$ cat config.mk
export PLATFORM = sky130hd
export DESIGN_NAME = xfer_bus_ctrl
export DESIGN_NICKNAME = d
export VERILOG_FILES = /design/src/rtl/xfer_bus_ctrl.sv
export SDC_FILE = /design/constraint.sdc
export NUM_CORES = 1
export LEC_CHECK = 0
export CORE_ASPECT_RATIO = 1.25
export CORE_MARGIN = 5
export CORE_UTILIZATION = 60
export DETAILED_ROUTE_END_ITERATION = 10
export PLACE_DENSITY = 0.81
export RECOVER_POWER = 100
export SLEW_MARGIN = 20
export SYNTH_ARGS = -nofsm -noshare
export SYNTH_HDL_FRONTEND = slang
export SYNTH_SLANG_ARGS = --single-unit
$ cat constraint.sdc
create_clock -name clk -period 2.39 [get_ports clk]
set_input_delay 0.239 -clock clk [delete_from_list [all_inputs] [get_ports clk]]
set_output_delay 0.239 -clock clk [all_outputs]
set_load 0.005 [all_outputs]
$ cat src/rtl/xfer_bus_ctrl.sv
// Register file, channel registers and one shared mux bus, driven by a
// three-state (IDLE/RD/WR) sequencer that runs one transfer command at a time.
module xfer_bus_ctrl #(
  parameter  int WIDTH = 8,
  parameter  int DEPTH = 32,
  parameter  int NCH   = 2,
  localparam int AW    = (DEPTH > 1) ? $clog2(DEPTH) : 1,
  localparam int CW    = (NCH > 2) ? $clog2(NCH) : 1
) (
  input  logic                 clk,
  input  logic                 rst,
  input  logic                 fr_we,
  input  logic [AW-1:0]        fr_waddr,
  input  logic [WIDTH-1:0]     fr_wdata,
  input  logic                 cmd_valid,
  output logic                 cmd_ready,
  input  logic [1:0]           cmd_op,
  input  logic [AW-1:0]        cmd_addr,
  input  logic [CW-1:0]        cmd_ch,
  output logic                 done,
  output logic                 err,
  output logic [WIDTH-1:0]     bus_data,
  output logic [NCH*WIDTH-1:0] ch_data
);

  localparam logic [1:0] OP_LOAD  = 2'b00;
  localparam logic [1:0] OP_STORE = 2'b01;
  localparam logic [1:0] OP_MOVE  = 2'b10;
  localparam logic [1:0] OP_CLEAR = 2'b11;

  typedef enum logic [1:0] {S_IDLE, S_RD, S_WR} state_t;

  state_t           state, state_nxt;
  logic [1:0]       op_p0;
  logic [AW-1:0]    addr_p0;
  logic [CW-1:0]    ch_p0;
  logic [WIDTH-1:0] xfer_q;
  logic [WIDTH-1:0] file_r [DEPTH];
  logic [WIDTH-1:0] ch_r   [NCH];
  logic [WIDTH-1:0] file_rd, ch_src;
  logic [CW-1:0]    dst_idx;
  logic             err_w, commit, accept;

  // Decoded by equality so out-of-range indices simply match nothing.
  function automatic logic ch_in_range(input logic [CW-1:0] c);
    logic ok;
    ok = 1'b0;
    for (int i = 0; i < NCH; i++)
      if (c == CW'(i)) ok = 1'b1;
    return ok;
  endfunction

  assign accept  = cmd_valid & cmd_ready;
  assign dst_idx = (op_p0 == OP_MOVE) ? addr_p0[CW-1:0] : ch_p0;
  assign err_w   = !ch_in_range(ch_p0) ||
                   ((op_p0 == OP_MOVE) && !ch_in_range(addr_p0[CW-1:0]));
  assign commit  = (state == S_WR) && !err_w;

  always_comb begin
    file_rd = '0;
    for (int i = 0; i < DEPTH; i++)
      if (addr_p0 == AW'(i)) file_rd = file_r[i];
  end

  always_comb begin
    ch_src = '0;
    for (int i = 0; i < NCH; i++)
      if (ch_p0 == CW'(i)) ch_src = ch_r[i];
  end

  always_ff @(posedge clk or negedge rst) begin
    if (!rst) state <= S_IDLE;
    else      state <= state_nxt;
  end

  always_comb begin
    state_nxt = state;
    case (state)
      S_IDLE:  if (accept) state_nxt = S_RD;
      S_RD:    state_nxt = S_WR;
      S_WR:    state_nxt = S_IDLE;
      default: state_nxt = S_IDLE;
    endcase
  end

  always_comb begin
    cmd_ready = 1'b0;
    done      = 1'b0;
    err       = 1'b0;
    bus_data  = '0;
    case (state)
      S_IDLE: cmd_ready = 1'b1;
      S_WR: begin
        done     = 1'b1;
        err      = err_w;
        bus_data = xfer_q;
      end
      default: ;
    endcase
  end

  // Stage p0: command fields latched on acceptance
  always_ff @(posedge clk or negedge rst) begin
    if (!rst) begin
      op_p0   <= OP_LOAD;
      addr_p0 <= '0;
      ch_p0   <= '0;
    end else if (accept) begin
      op_p0   <= cmd_op;
      addr_p0 <= cmd_addr;
      ch_p0   <= cmd_ch;
    end
  end

  // Stage RD: source captured; a direct write on this same edge is not seen
  always_ff @(posedge clk or negedge rst) begin
    if (!rst) begin
      xfer_q <= '0;
    end else if (state == S_RD) begin
      case (op_p0)
        OP_LOAD:  xfer_q <= file_rd;
        OP_STORE,
        OP_MOVE:  xfer_q <= ch_src;
        OP_CLEAR: xfer_q <= '0;
        default:  xfer_q <= '0;
      endcase
    end
  end

  // Stage WR: destination written; a STORE overrides a same-address direct write
  for (genvar g = 0; g < DEPTH; g++) begin : g_file
    always_ff @(posedge clk or negedge rst) begin
      if (!rst)
        file_r[g] <= '0;
      else if (commit && (op_p0 == OP_STORE) && (addr_p0 == AW'(g)))
        file_r[g] <= xfer_q;
      else if (fr_we && (fr_waddr == AW'(g)))
        file_r[g] <= fr_wdata;
    end
  end

  for (genvar g = 0; g < NCH; g++) begin : g_ch
    always_ff @(posedge clk or negedge rst) begin
      if (!rst)
        ch_r[g] <= '0;
      else if (commit && (op_p0 != OP_STORE) && (dst_idx == CW'(g)))
        ch_r[g] <= xfer_q;
    end
    assign ch_data[g*WIDTH +: WIDTH] = ch_r[g];
  end

endmodule

==> key figures <==
Global route
  – Initial antenna violation count: 1
  – Largest net degree at the start of global routing: 72
  – Number of global-route vias before repair: 16800
  – Grt ovf: 0
  – First-pass GRT wire length: 106000 um
  – Total Routing Usage GR: 44.0%

STA
  – Layout Skew: 0.0169 ns
  – RSZ-0062 raised after global routing: true
  – Slew @ Worst Pin: 1.48 ns
  – Relative slew slack: 1.11%
  – Final slew viol count: 0
  – Post-route minimum period: 2.49 ns
  – Endpoints failing setup: 55
  – Fmax achieved: 402 MHz
  – Worst setup margin: -0.0955 ns
  – Final Cycle Share: 104%
  – Final hold violation count: 0

Routing
  – Antenna Violating Nets Remaining: 0
  – Via/cell ratio: 6.86
  – Final WL: 70900 um
  – DR DRC count: 0
  – Vias: 16600
  – Detailed router's first-iteration violation count: 2318
  – Drt pass-1 iters: 8
  – WL per Instance: 29.3 um

Pwr
  – Peak VDD IR: 0.968 mV
  – Power Density: 1040 nW/um2
  – Leak pwr: 0.00903 uW

Cells and area
  – Diodes inserted: 0
  – Final Instance Count excl. Fillers: 2424
  – Area Overhead vs Synth: 19.4%
  – Final instance area: 20500 um2
  – Nets: 2074
  – Layout cell share with drive strength beyond 1: 17.5%
  – Most frequent cells in the layout: mux2i_1, nor2_1, a21oi_1
  – Most common cell after layout, fill and taps aside: mux2i_1

Die
  – Starting Density: 60.6%
  – DIE HEIGHT: 199 um
  – Die width: 161 um
  – Site Rows: 69
  – Core area: 28300 um2
  – I/O Pins: 52
  – Die footprint: 32100 um2

Worst setup path
  – FF-to-FF Start: addr_p0[1]$_DFFE_PN0P_
  – Worst path max stage delay: 0.51 ns
  – Endpoint type of the worst setup path: register
  – CP max FO: 8
  – Crit-path cells: clkbuf_2 -> nor2b_1 -> buf_4 -> a31o_2 -> o31ai_2 -> o21ai_0 -> o41ai_2 -> a21oi_1
  – Worst R2R End: xfer_q[6]$_DFFE_PN0N_
  – Critical path buffers and inverters: 2
  – CP arrival: 2.93 ns
  – Kind of critical path: register to register
  – Startpoint class of the critical path: register
  – Reg2Reg Depth: 8
  – CP max-delay cell: dfrtp_4
  – Worst Setup SP: addr_p0[1]$_DFFE_PN0P_
  – Reg2Reg Setup Slack: -0.1 ns
  – Worst Path Required: 2.83 ns
  – Crit path max-delay family: compound AO/OA/AOI/OAI gates

Worst hold path
  – Hold Crit Class: primary input to register
  – Min-Delay Startpoint: cmd_op[1]
  – Hold path cells: 3
  – WHS Endpoint: op_p0[1]$_DFFE_PN0P_

Place
  – PortBufs: 50
  – Placed wire-length estimate: 49000 um
  – Cell Area, Placed: 19300 um2
  – Placed Cells: 2359
  – Routability cong.: 1.11

Synth
  – Post-synth EDFFs: 0
  – Synth warn: 0
  – Register area share after synthesis: 42.3%
  – Syn Nets: 1935
  – Synth Flop Type: dfrtp_1
  – Post-synthesis async set-or-reset flop share: 100%
  – Syn avg cell area: 8.99 um2
  – Yosys cell types: 81
  – Syn Inst Count: 1907
  – Post-Syn Area: 17200 um2
  – Register bit total from synthesis: 290

Clock tree
  – H-tree levels: 1
  – CTS clock-pin slew for the worst setup and hold paths: 0.07 ns
  – Num CTS Buffers: 29
  – CTS Buffer Depth: 3
  – Root Buffer: clkbuf_16
  – Clock Latency Late Sink: 0.58 ns
  – CTS tree: done
  – Clock sinks: 290

Run status
  – Failing checks: negative setup slack
  – Run status: complete, but fails checks

Run
  – Number of max-cap violations: 0
==> logic make-up (layout without fill, tap and decap cells) <==
group	Yosys count	after routing	share of synthesized area, %
AO/OA/AOI/OAI	523	523	17.7
adder cells (fa/ha/maj)	3	3	0.219
buffers and inverters	190	352	4.55
flip-flops	290	290	42.3
multiplexers	327	327	19.6
other	1	1	0.0219
AND/OR/NAND/NOR	573	573	15.6
==> timing repair <==
item	in CTS	in global routing
gates resized for setup	9	26
endpoints found under the setup margin	7	120
pin swaps	0	6
hold endpoints to repair	61	0
buffers inserted	0	10
hold buffers	1	0
==> cells in the mapped netlist, types with 13 or more instances <==
master    number  area share (%)
a21oi_1      289             8.4
nand2b_1      21            0.77
o22ai_1       15            0.55
nand3_1       19            0.55
nor3_1        15            0.44
nor2_1       292             6.4
a211oi_1      13            0.57
dfrtp_1      290              42
mux2i_1      293              17
and2_1        14            0.51
nand3b_1      13            0.57
buf_2         48             1.4
o21ai_0       84             2.5
nand2_1      111             2.4
nor2b_1       21            0.77
mux2_2        29             1.9
clkbuf_1     120             2.6
o211ai_1      16            0.70
==> how the worst max path moves through the flow <==
| stage | endpoint | slack, ns | cells after the start |
|---|---|---|---|
| after floorplan | xfer_q[4]$_DFFE_PN0N_ | 0.40 | 6 |
| after detailed placement | xfer_q[6]$_DFFE_PN0N_ | -0.32 | 8 |
| after global placement | xfer_q[6]$_DFFE_PN0N_ | -0.29 | 8 |
| after global routing | file_r[64]$_DFFE_PN0P_ | -0.17 | 8 |
| final | xfer_q[6]$_DFFE_PN0N_ | -0.1 | 8 |
| after CTS | xfer_q[6]$_DFFE_PN0N_ | -0.04 | 8 |
==> layout make-up <==
class,count,area (um2)
Multi-Input combinational cell,1427,9220
Fill cell,2085,7830
Clock inverter,12,166
Tap cell,355,444
Inverter,9,37.5
Clock buffer,42,855
Timing Repair Buffer,289,2500
Sequential cell,290,7270
==> sequential cells by signal (all words and copies together) (netlist names) <==
register / cells
file_r: 256
ch_data: 16
xfer_q: 8
addr_p0: 5
op_p0: 2
state: 2
ch_p0: 1
==> power breakdown <==
group	leakage [uW]	switching, uW	internal [uW]
Clock	0.000505	2040	2910
Sequential	0.00314	1470	6460
Combinational	0.00539	4960	3380
==> metrics by stage <==
step | power (uW) | hold WS (ns) | setup WS [ns] | util [%] | setup TNS (ns)
floorplan | 11800 | -0.0566 | 0.399 | - | 0
global placement | 15600 | 0.194 | -0.287 | 68.3 | -0.449
detailed placement | 15800 | 0.196 | -0.317 | 68.3 | -0.564
CTS | 20800 | 0.198 | -0.0444 | 72.1 | -0.0444
global route | 21900 | 0.287 | -0.173 | 72.3 | -11.00
finish | 21200 | 0.244 | -0.0955 | 72.3 | -1.36
==> worst min-delay path: stages <==
cell and delay (ns):
clkdlybuf4s50_1 0.40, nand2_1 0.06, o21ai_0 0.07
==> layer usage <==
metal	part of all wire, %	routed length, um	track usage [%]
met1	36	25600	55.2
met2	45	32000	70.3
met3	11	7630	8.62
met4	8.1	5720	28.2
met5	0.018	13	0
Note: power is estimated with default switching activity, not from simulation.
